==> src/rtl/shift_pkg.sv <==
`default_nettype none
// ============================================================================
//  Module      : shift_pkg
//  Description : Shared constants, op encodings and FSM state type for the
//                iterative shift/rotate engine.
//  Revision    : 1.0  initial release
// ============================================================================
package shift_pkg;

    // Datapath geometry; the engine supports a 16-bit datapath only.
    localparam int WIDTH   = 16;
    localparam int SHAMT_W = 4;

    // Op encodings. Any op with bit 2 set decodes as rotate-right.
    localparam logic [2:0] OP_ROL = 3'b000;
    localparam logic [2:0] OP_SLL = 3'b001;
    localparam logic [2:0] OP_SRA = 3'b010;
    localparam logic [2:0] OP_SRL = 3'b011;
    localparam logic [2:0] OP_ROR = 3'b100;

    // Width of the per-step shift count (holds 1, 2 or 4).
    localparam int STEP_W = 3;

    typedef enum logic [1:0] {
        IDLE  = 2'd0,
        SHIFT = 2'd1,
        DONE  = 2'd2
    } state_t;

endpackage : shift_pkg
`default_nettype wire

==> src/rtl/shift_step_unit.sv <==
`default_nettype none
// ============================================================================
//  Module      : shift_step_unit
//  Description : Combinational single step of the shift engine: applies one
//                shift/rotate of k bits (k = 1, 2, or 4) to the accumulator.
//  Revision    : 1.0  initial release
// ============================================================================
module shift_step_unit
    import shift_pkg::*;
#(
    parameter int STEP_WIDTH = WIDTH
) (
    input  logic [2:0]            op,
    input  logic [STEP_W-1:0]     k,
    input  logic [STEP_WIDTH-1:0] acc,
    output logic [STEP_WIDTH-1:0] stepped
);

    // Shift counts widened so the complementary rotate amount fits.
    logic [SHAMT_W:0] w_k;
    logic [SHAMT_W:0] w_k_inv;

    assign w_k     = {{(SHAMT_W + 1 - STEP_W){1'b0}}, k};
    assign w_k_inv = (SHAMT_W + 1)'(STEP_WIDTH) - w_k;

    // Select the stepped value; op[2] forces rotate-right regardless of op[1:0].
    always_comb begin
        stepped = acc;
        if (op[2]) begin
            stepped = (acc >> w_k) | (acc << w_k_inv);
        end else begin
            case (op[1:0])
                OP_ROL[1:0]: stepped = (acc << w_k) | (acc >> w_k_inv);
                OP_SLL[1:0]: stepped = acc << w_k;
                OP_SRA[1:0]: stepped = $signed(acc) >>> w_k;
                OP_SRL[1:0]: stepped = acc >> w_k;
                default:     stepped = acc;
            endcase
        end
    end

endmodule : shift_step_unit
`default_nettype wire

==> src/rtl/iter_shift_unit.sv <==
`default_nettype none
// ============================================================================
//  Module      : iter_shift_unit
//  Description : Multi-cycle 16-bit shift/rotate engine with valid/ready
//                handshakes on request and result sides. One 1- or 2-bit
//                step is applied per cycle until the shift amount is used.
//                Optional macro ITER_SHIFT_STEP4_EN enables 4-bit steps.
//  Revision    : 1.0  initial release
// ============================================================================
module iter_shift_unit
    import shift_pkg::*;
#(
    parameter int DATA_W  = WIDTH,
    parameter int AMT_W   = SHAMT_W
) (
    input  logic              clk,
    input  logic              rst,
    input  logic              in_valid,
    output logic              in_ready,
    input  logic [2:0]        op,
    input  logic [DATA_W-1:0] data_in,
    input  logic [AMT_W-1:0]  shamt,
    output logic              out_valid,
    input  logic              out_ready,
    output logic [DATA_W-1:0] data_out,
    output logic              busy
);

    state_t              r_state;
    logic [DATA_W-1:0]   r_acc;
    logic [AMT_W-1:0]    r_rem;
    logic [2:0]          r_op_q;
    logic                r_out_valid;
    logic                r_busy;

    logic [STEP_W-1:0]   w_k;
    logic [AMT_W-1:0]    w_k_ext;
    logic [DATA_W-1:0]   w_stepped;
    logic                w_accept;

    // Accept only in IDLE and never while reset is asserted.
    assign in_ready = (r_state == IDLE) & ~rst;
    assign w_accept = in_valid & in_ready;

    assign out_valid = r_out_valid;
    assign busy      = r_busy;
    assign data_out  = r_acc;

    // Pick the largest step that does not overshoot the remaining amount.
    always_comb begin
        w_k = STEP_W'(1);
`ifdef ITER_SHIFT_STEP4_EN
        if (r_rem >= AMT_W'(4)) begin
            w_k = STEP_W'(4);
        end else if (r_rem >= AMT_W'(2)) begin
            w_k = STEP_W'(2);
        end
`else
        if (r_rem >= AMT_W'(2)) begin
            w_k = STEP_W'(2);
        end
`endif
    end

    assign w_k_ext = {{(AMT_W - STEP_W){1'b0}}, w_k};

    shift_step_unit #(
        .STEP_WIDTH (DATA_W)
    ) u_step (
        .op      (r_op_q),
        .k       (w_k),
        .acc     (r_acc),
        .stepped (w_stepped)
    );

    // Control FSM with accumulator, remaining count and registered status outputs.
    always_ff @(posedge clk or posedge rst) begin
        if (rst) begin
            r_state     <= IDLE;
            r_acc       <= '0;
            r_rem       <= '0;
            r_op_q      <= '0;
            r_out_valid <= 1'b0;
            r_busy      <= 1'b0;
        end else begin
            case (r_state)
                IDLE: begin
                    if (w_accept) begin
                        r_acc  <= data_in;
                        r_rem  <= shamt;
                        r_op_q <= op;
                        r_busy <= 1'b1;
                        if (shamt == '0) begin
                            r_state     <= DONE;
                            r_out_valid <= 1'b1;
                        end else begin
                            r_state <= SHIFT;
                        end
                    end
                end
                SHIFT: begin
                    r_acc <= w_stepped;
                    r_rem <= r_rem - w_k_ext;
                    if (r_rem == w_k_ext) begin
                        r_state     <= DONE;
                        r_out_valid <= 1'b1;
                    end
                end
                DONE: begin
                    // Result held until the consumer takes it; no bypass to a new request.
                    if (out_ready) begin
                        r_state     <= IDLE;
                        r_out_valid <= 1'b0;
                        r_busy      <= 1'b0;
                    end
                end
                default: begin
                    r_state     <= IDLE;
                    r_out_valid <= 1'b0;
                    r_busy      <= 1'b0;
                end
            endcase
        end
    end

endmodule : iter_shift_unit
`default_nettype wire
==> config.mk <==
export PLATFORM = sky130hd
export DESIGN_NAME = iter_shift_unit
export DESIGN_NICKNAME = d
export VERILOG_FILES = /design/src/rtl/shift_pkg.sv /design/src/rtl/shift_step_unit.sv /design/src/rtl/iter_shift_unit.sv
export SDC_FILE = /design/constraint.sdc
export NUM_CORES = 1
export LEC_CHECK = 0
export CORE_ASPECT_RATIO = 0.9
export CORE_MARGIN = 4
export CORE_UTILIZATION = 44
export DETAILED_ROUTE_END_ITERATION = 8
export PLACE_DENSITY_LB_ADDON = 0.15
export SLEW_MARGIN = 30
export SYNTH_ARGS = -nofsm -noshare
export SYNTH_HDL_FRONTEND = slang
export SYNTH_SLANG_ARGS = --single-unit
==> constraint.sdc <==
create_clock -name clk -period 2.2 [get_ports clk]
set_clock_uncertainty 0.1 [all_clocks]
set_input_delay 0.44 -clock clk [delete_from_list [all_inputs] [get_ports clk]]
set_output_delay 0.44 -clock clk [all_outputs]
set_load 0.02 [all_outputs]
Word level (Yosys, flattened, before mapping)
Cells that the tools add are included.

storage, ports and cells
  input port bits = 27
  register bits after elaboration = 27
  logic and storage cells = 58

operators by class
  shift-type cells = 5
  bitwise operators = 6
  reduce and logical (&&, ||, !) cells = 9
  $lt $le $gt $ge = 1
  add/sub/neg operators = 2
  equality and inequality tests = 10
  muxes and demuxes = 19

operator list
  cell                 count
  $pmux 16 s4          1
  $mux 16              2
  $or 16x16->16        2
  $pmux 16 s2          1
  $shl 16x2->16        1
  $shl 16x5->16        1
  $shr 16x2->16        1
  $shr 16x5->16        1
  $sshr 16x2->16       1
  $mux 2               5
  $pmux 4 s2           1
  $eq 2x2->1 const B   3
  $ne 2x2->1 const B   3
  $pmux 1 s3           2
  $pmux 2 s3           1
  $reduce_and 3->1     2
  $mux 1               5
  $sub 5x2->5 const A  1
  $eq 2x1->1 const B   2
  $eq 4x3->1           1
  $ge 4x2->1 const B   1
  $logic_not 2->1      2
  $logic_not 4->1      1
  $mux 4               1
  other kinds (7)      10

Logic depth before layout (Yosys ltp)
  word-level depth = 8
  depth in mapped cells = 7
  depth with buffers taken out = 6

By module
From an unflattened synthesis, not the netlist that was laid out.

second synthesis, totals
  cell total of the unflattened synthesis = 447
  area, all modules = 4594.4 µm²

by module, submodules not included
  module           times used  cells an instance  sequential area each (µm²)  area each (µm²)
  shift_step_unit  1           331                0.0                         3118.0
  iter_shift_unit  1           116                675.6                       1476.4

Worst setup path before layout
No wires, ideal clock.

  path type = register to register
  start = reg r_rem[2]
  end = reg r_rem[3]
  setup time = 0.121 ns
  data arrival time = 1.857 ns
  setup slack = 0.121 ns
  stages on the path, launching flop included = 8
  cell sequence = dfrtp_1 -> nor3_4 -> buf_2 -> ha_1 -> inv_1 -> a211oi_1 -> a31oi_1 -> o22a_1

on the way
  word-level cells in the longest chain between the ends = 4

ends and longest elaborated chain
  what                      RTL line                source
  start: declaration        iter_shift_unit.sv:31   logic [AMT_W-1:0] r_rem;
  start signal: assignment  iter_shift_unit.sv:90   r_rem <= shamt;
  start signal: assignment  iter_shift_unit.sv:103  r_rem <= r_rem - w_k_ext;
  $ge 4x2->1                iter_shift_unit.sv:59   if (r_rem >= AMT_W'(2)) begin
  $mux 2                    iter_shift_unit.sv:59
  $sub 4x3->4 *             iter_shift_unit.sv:103
  $pmux 4 s2 *              iter_shift_unit.sv:86   case (r_state)

Every way passes the cells marked *; elsewhere a longest branch is shown, timed or not.
A chain may end at the register's enable or synchronous reset.

Final worst setup path
  start = reg r_rem[1]
  end = reg r_acc[0], in the netlist data_out[0]

on the way
  word-level cells in the longest chain between the ends = 8

ends and longest elaborated chain
  what                    RTL line                source
  $ge 4x2->1 *            iter_shift_unit.sv:59
  $mux 2 *                iter_shift_unit.sv:59
  $sub 5x2->5             shift_step_unit.sv:24   assign w_k_inv = (SHAMT_W + 1)'(STEP_WIDTH) - w_k;
  $shr 16x5->16           shift_step_unit.sv:33   OP_ROL[1:0]: stepped = (acc << w_k) | (acc >> w_k_inv);
  $or 16x16->16           shift_step_unit.sv:33
  $pmux 16 s4             shift_step_unit.sv:32   case (op[1:0])
  $mux 16 *               shift_step_unit.sv:29   if (op[2]) begin
  $pmux 16 s2 *           iter_shift_unit.sv:86
  end signal: assignment  iter_shift_unit.sv:89   r_acc <= data_in;
  end signal: assignment  iter_shift_unit.sv:102  r_acc <= w_stepped;
  end: declaration        iter_shift_unit.sv:30   logic [DATA_W-1:0] r_acc;

Marks and branches as above.

==> metrics <==
Syn Std Cell Area 1760 um^2; worst-skew pair later-pin latency 0.27 ns; ys flop type dfrtp_1; Initial Utilization 0.464; total gr overflow 0; Nets 267; cell area after layout 2360 um^2; drt pass-1 iters 4; crit path capture type flip-flop; Net Sw Frac 0.454; hpwl dp 3610 um; Logic pwr share 0.607; chip height 67.9 um; slowest cell on the critical path dfrtp_1; root buffer cell clkbuf_8; Vias 1720; CTS tree yes; LEAKAGE 0.981 nW; Tightest Pin Transition 0.515 ns; net count after synthesis 217; Flop pwr share 0.311; vias in the first global route 1712; final slew viol count 0; required time worst endpoint 2.26 ns; Setup Viol. Count Final 0; routability cong. 0.863; Fill cells 325; Placed Cells 278; CTS sink cnt 27; post-layout util 0.624; layout cells sized above 1 0.123; fin crit share 0.884; H-Tree Depth 1; largest cells by area after synthesis dfrtp_1 38%, nand2_1 7.7%, mux4_2 5.1%, mux4_1 4.5%, a21oi_1 3.7%; Startpoint Class flip-flop; Synth top area share 0.385; outcome completed; minimum clock period 1.94 ns; core area 3780 um^2; DR DRC count 0; Hold Violations, Final 0; width of the chip 74.6 um; GRT Total Usage 0.211; Synth area leader dfrtp_1; Power Internal 1.89 mW; critical path's largest stage delay 0.45 ns; IR drop worst, VDD 0.695 mV; mean post-synth cell area 9.39 um^2; row cnt 21; # IOs 46; Clk pwr share 0.082; Post-synth ARST share 1.00; yosys warns 0; total power draw 3.47 mW; Arr. time, crit path 2.01 ns; crit-path cells nor3_4 > buf_12 > inv_4 > mux2_4 > a221oi_2 > o21ai_1; Mapped Cells 187; placed instance area 2320 um^2; P&R area growth vs syn 34.5%; global-route wire length before repair 8170 um; FMAX 514 MHz; max_slew headroom 0.653; ant diodes 0; Pwr Density 1470 nW/um^2; setup bufs post-CTS 0; number of port buffers 45; CTS buffer count 3; Crit Path Max Fanout 17; synthesized flop and latch total 27; die area 5070 um^2; Switch Pwr 1.58 mW; Post-Route WL 4980 um; MaxCap Viol Count 0; largest net degree at the start of global routing 28; crit path kind flip-flop to flip-flop; CTS clk-pin slew, worst paths 0.09 ns; CTS max path bufs 2; cell family with the largest share of critical-path delay flip-flops; Post-synth EDFFs 0; ANT nets after route 0; Hold Path Class flip-flop to flip-flop; vias per inst 6.10; DRT iter0 DRCs 162; routed len/inst 17.7 um; final std cells w/o fill 282; RSZ-0062 raised after global routing no; crit path buf inv count 2; initial antenna violation count 0; Distinct cells, synth 44; register area share after synthesis 0.385
final timing paths:
check                         start           to  slack, ns  cells after the start
max                        r_rem[1]  data_out[0]       0.26                      6
min                            busy         busy       0.39                      2
max reg2reg                r_rem[1]  data_out[0]       0.26                      6
min reg2reg                    busy         busy       0.39                      2
max in group asynchronous       rst  data_out[9]       1.13                      4
min in group asynchronous       rst     r_rem[3]       0.61                      4
cells in the mapped netlist (all sizes together) (2+ instances only):
master / instances
mux4: 7
nor2b: 2
clkbuf: 6
nor3: 4
dfrtp: 27
a21oi: 13
a221o: 5
o21ai: 7
nand3: 3
or4: 2
o31ai: 3
a221oi: 5
ha: 2
o22a: 2
nor2: 14
mux2: 4
a31oi: 4
a211oi: 3
nand2: 36
nand4: 2
o211ai: 2
o22ai: 3
and3: 2
a22oi: 3
o21a: 2
a311oi: 2
nand2b: 2
inv: 6
buf: 6
cells in the final DEF, fill, tap and decap left out, types with 3 or more instances in the layout:
| cell | n |
|---|---|
| a21oi_1 | 13 |
| nor2_1 | 14 |
| o31ai_1 | 3 |
| a221o_1 | 5 |
| a221oi_1 | 3 |
| clkdlybuf4s50_1 | 44 |
| nand3_1 | 3 |
| a22oi_1 | 3 |
| buf_4 | 11 |
| nand2_1 | 36 |
| a211oi_1 | 3 |
| mux4_1 | 3 |
| inv_1 | 5 |
| a31oi_1 | 4 |
| o21ai_0 | 5 |
| nor3_1 | 3 |
| dfrtp_1 | 27 |
| mux4_2 | 4 |
| o22ai_1 | 3 |
| clkbuf_8 | 3 |
per-layer routing:
metal,GRT usage,routed length [um]
met4,0.0622,63
met5,0,0
met3,0.0441,388
met1,0.286,2110
met2,0.342,2420
logic make-up after synthesis:
logic type	count (synthesis)	share of synthesized area
AOI/OAI and AO/OA	57	0.232
adders and majority gates	3	0.0256
buffers and inverters	18	0.0456
DFF	27	0.385
muxes	11	0.126
and+or+nand+nor	71	0.186
flip-flops by register name, summed over array words and instances, names as in the netlist:
signal,count
out_valid,1
data_out,16
r_op_q,3
r_state,2
r_rem,4
busy,1
power groups by stage:
stage	sequential [mW]	clock (mW)	combinational, mW
3_3_place_gp	1.07	0	2.05
6_report	1.08	0.284	2.10
4_1_cts	1.07	0.298	2.11
3_5_place_dp	1.09	0	2.10
2_1_floorplan	1.20	0	1.20
5_1_grt	1.13	0.314	2.29
final cells by class:
| class | count | area (um^2) | share of cell area |
|---|---|---|---|
| Clock buffer | 4 | 45.0 | 0.0191 |
| Inverter | 6 | 25.0 | 0.0106 |
| Multi-Input combinational cell | 142 | 1010 | 0.426 |
| Sequential cell | 27 | 676 | 0.286 |
| Tap cell | 46 | 57.6 | 0.0244 |
| Timing Repair Buffer | 57 | 552 | 0.234 |
worst min-delay path, cell delays in order, from the launching register on:
cell	delay [ns]
dfrtp_1	0.35
nand2_1	0.05
nand2_1	0.06
through the flow:
stage                      TNS, ns  worst slack, ns  hold WS, ns
after CTS                        0            0.249        0.400
final                            0            0.256        0.394
after global routing             0            0.180        0.435
after detailed placement  -0.00349         -0.00349        0.375
after global placement           0           0.0274        0.371
after floorplan                  0            0.121        0.382
what timing repair did:
| action | CTS | global route |
|---|---|---|
| hold buffers | 0 | 0 |
| resized for setup | 1 | 0 |
| setup endpoints to repair | 1 | 0 |
No activity file was read; power rests on OpenSTA's default activity.
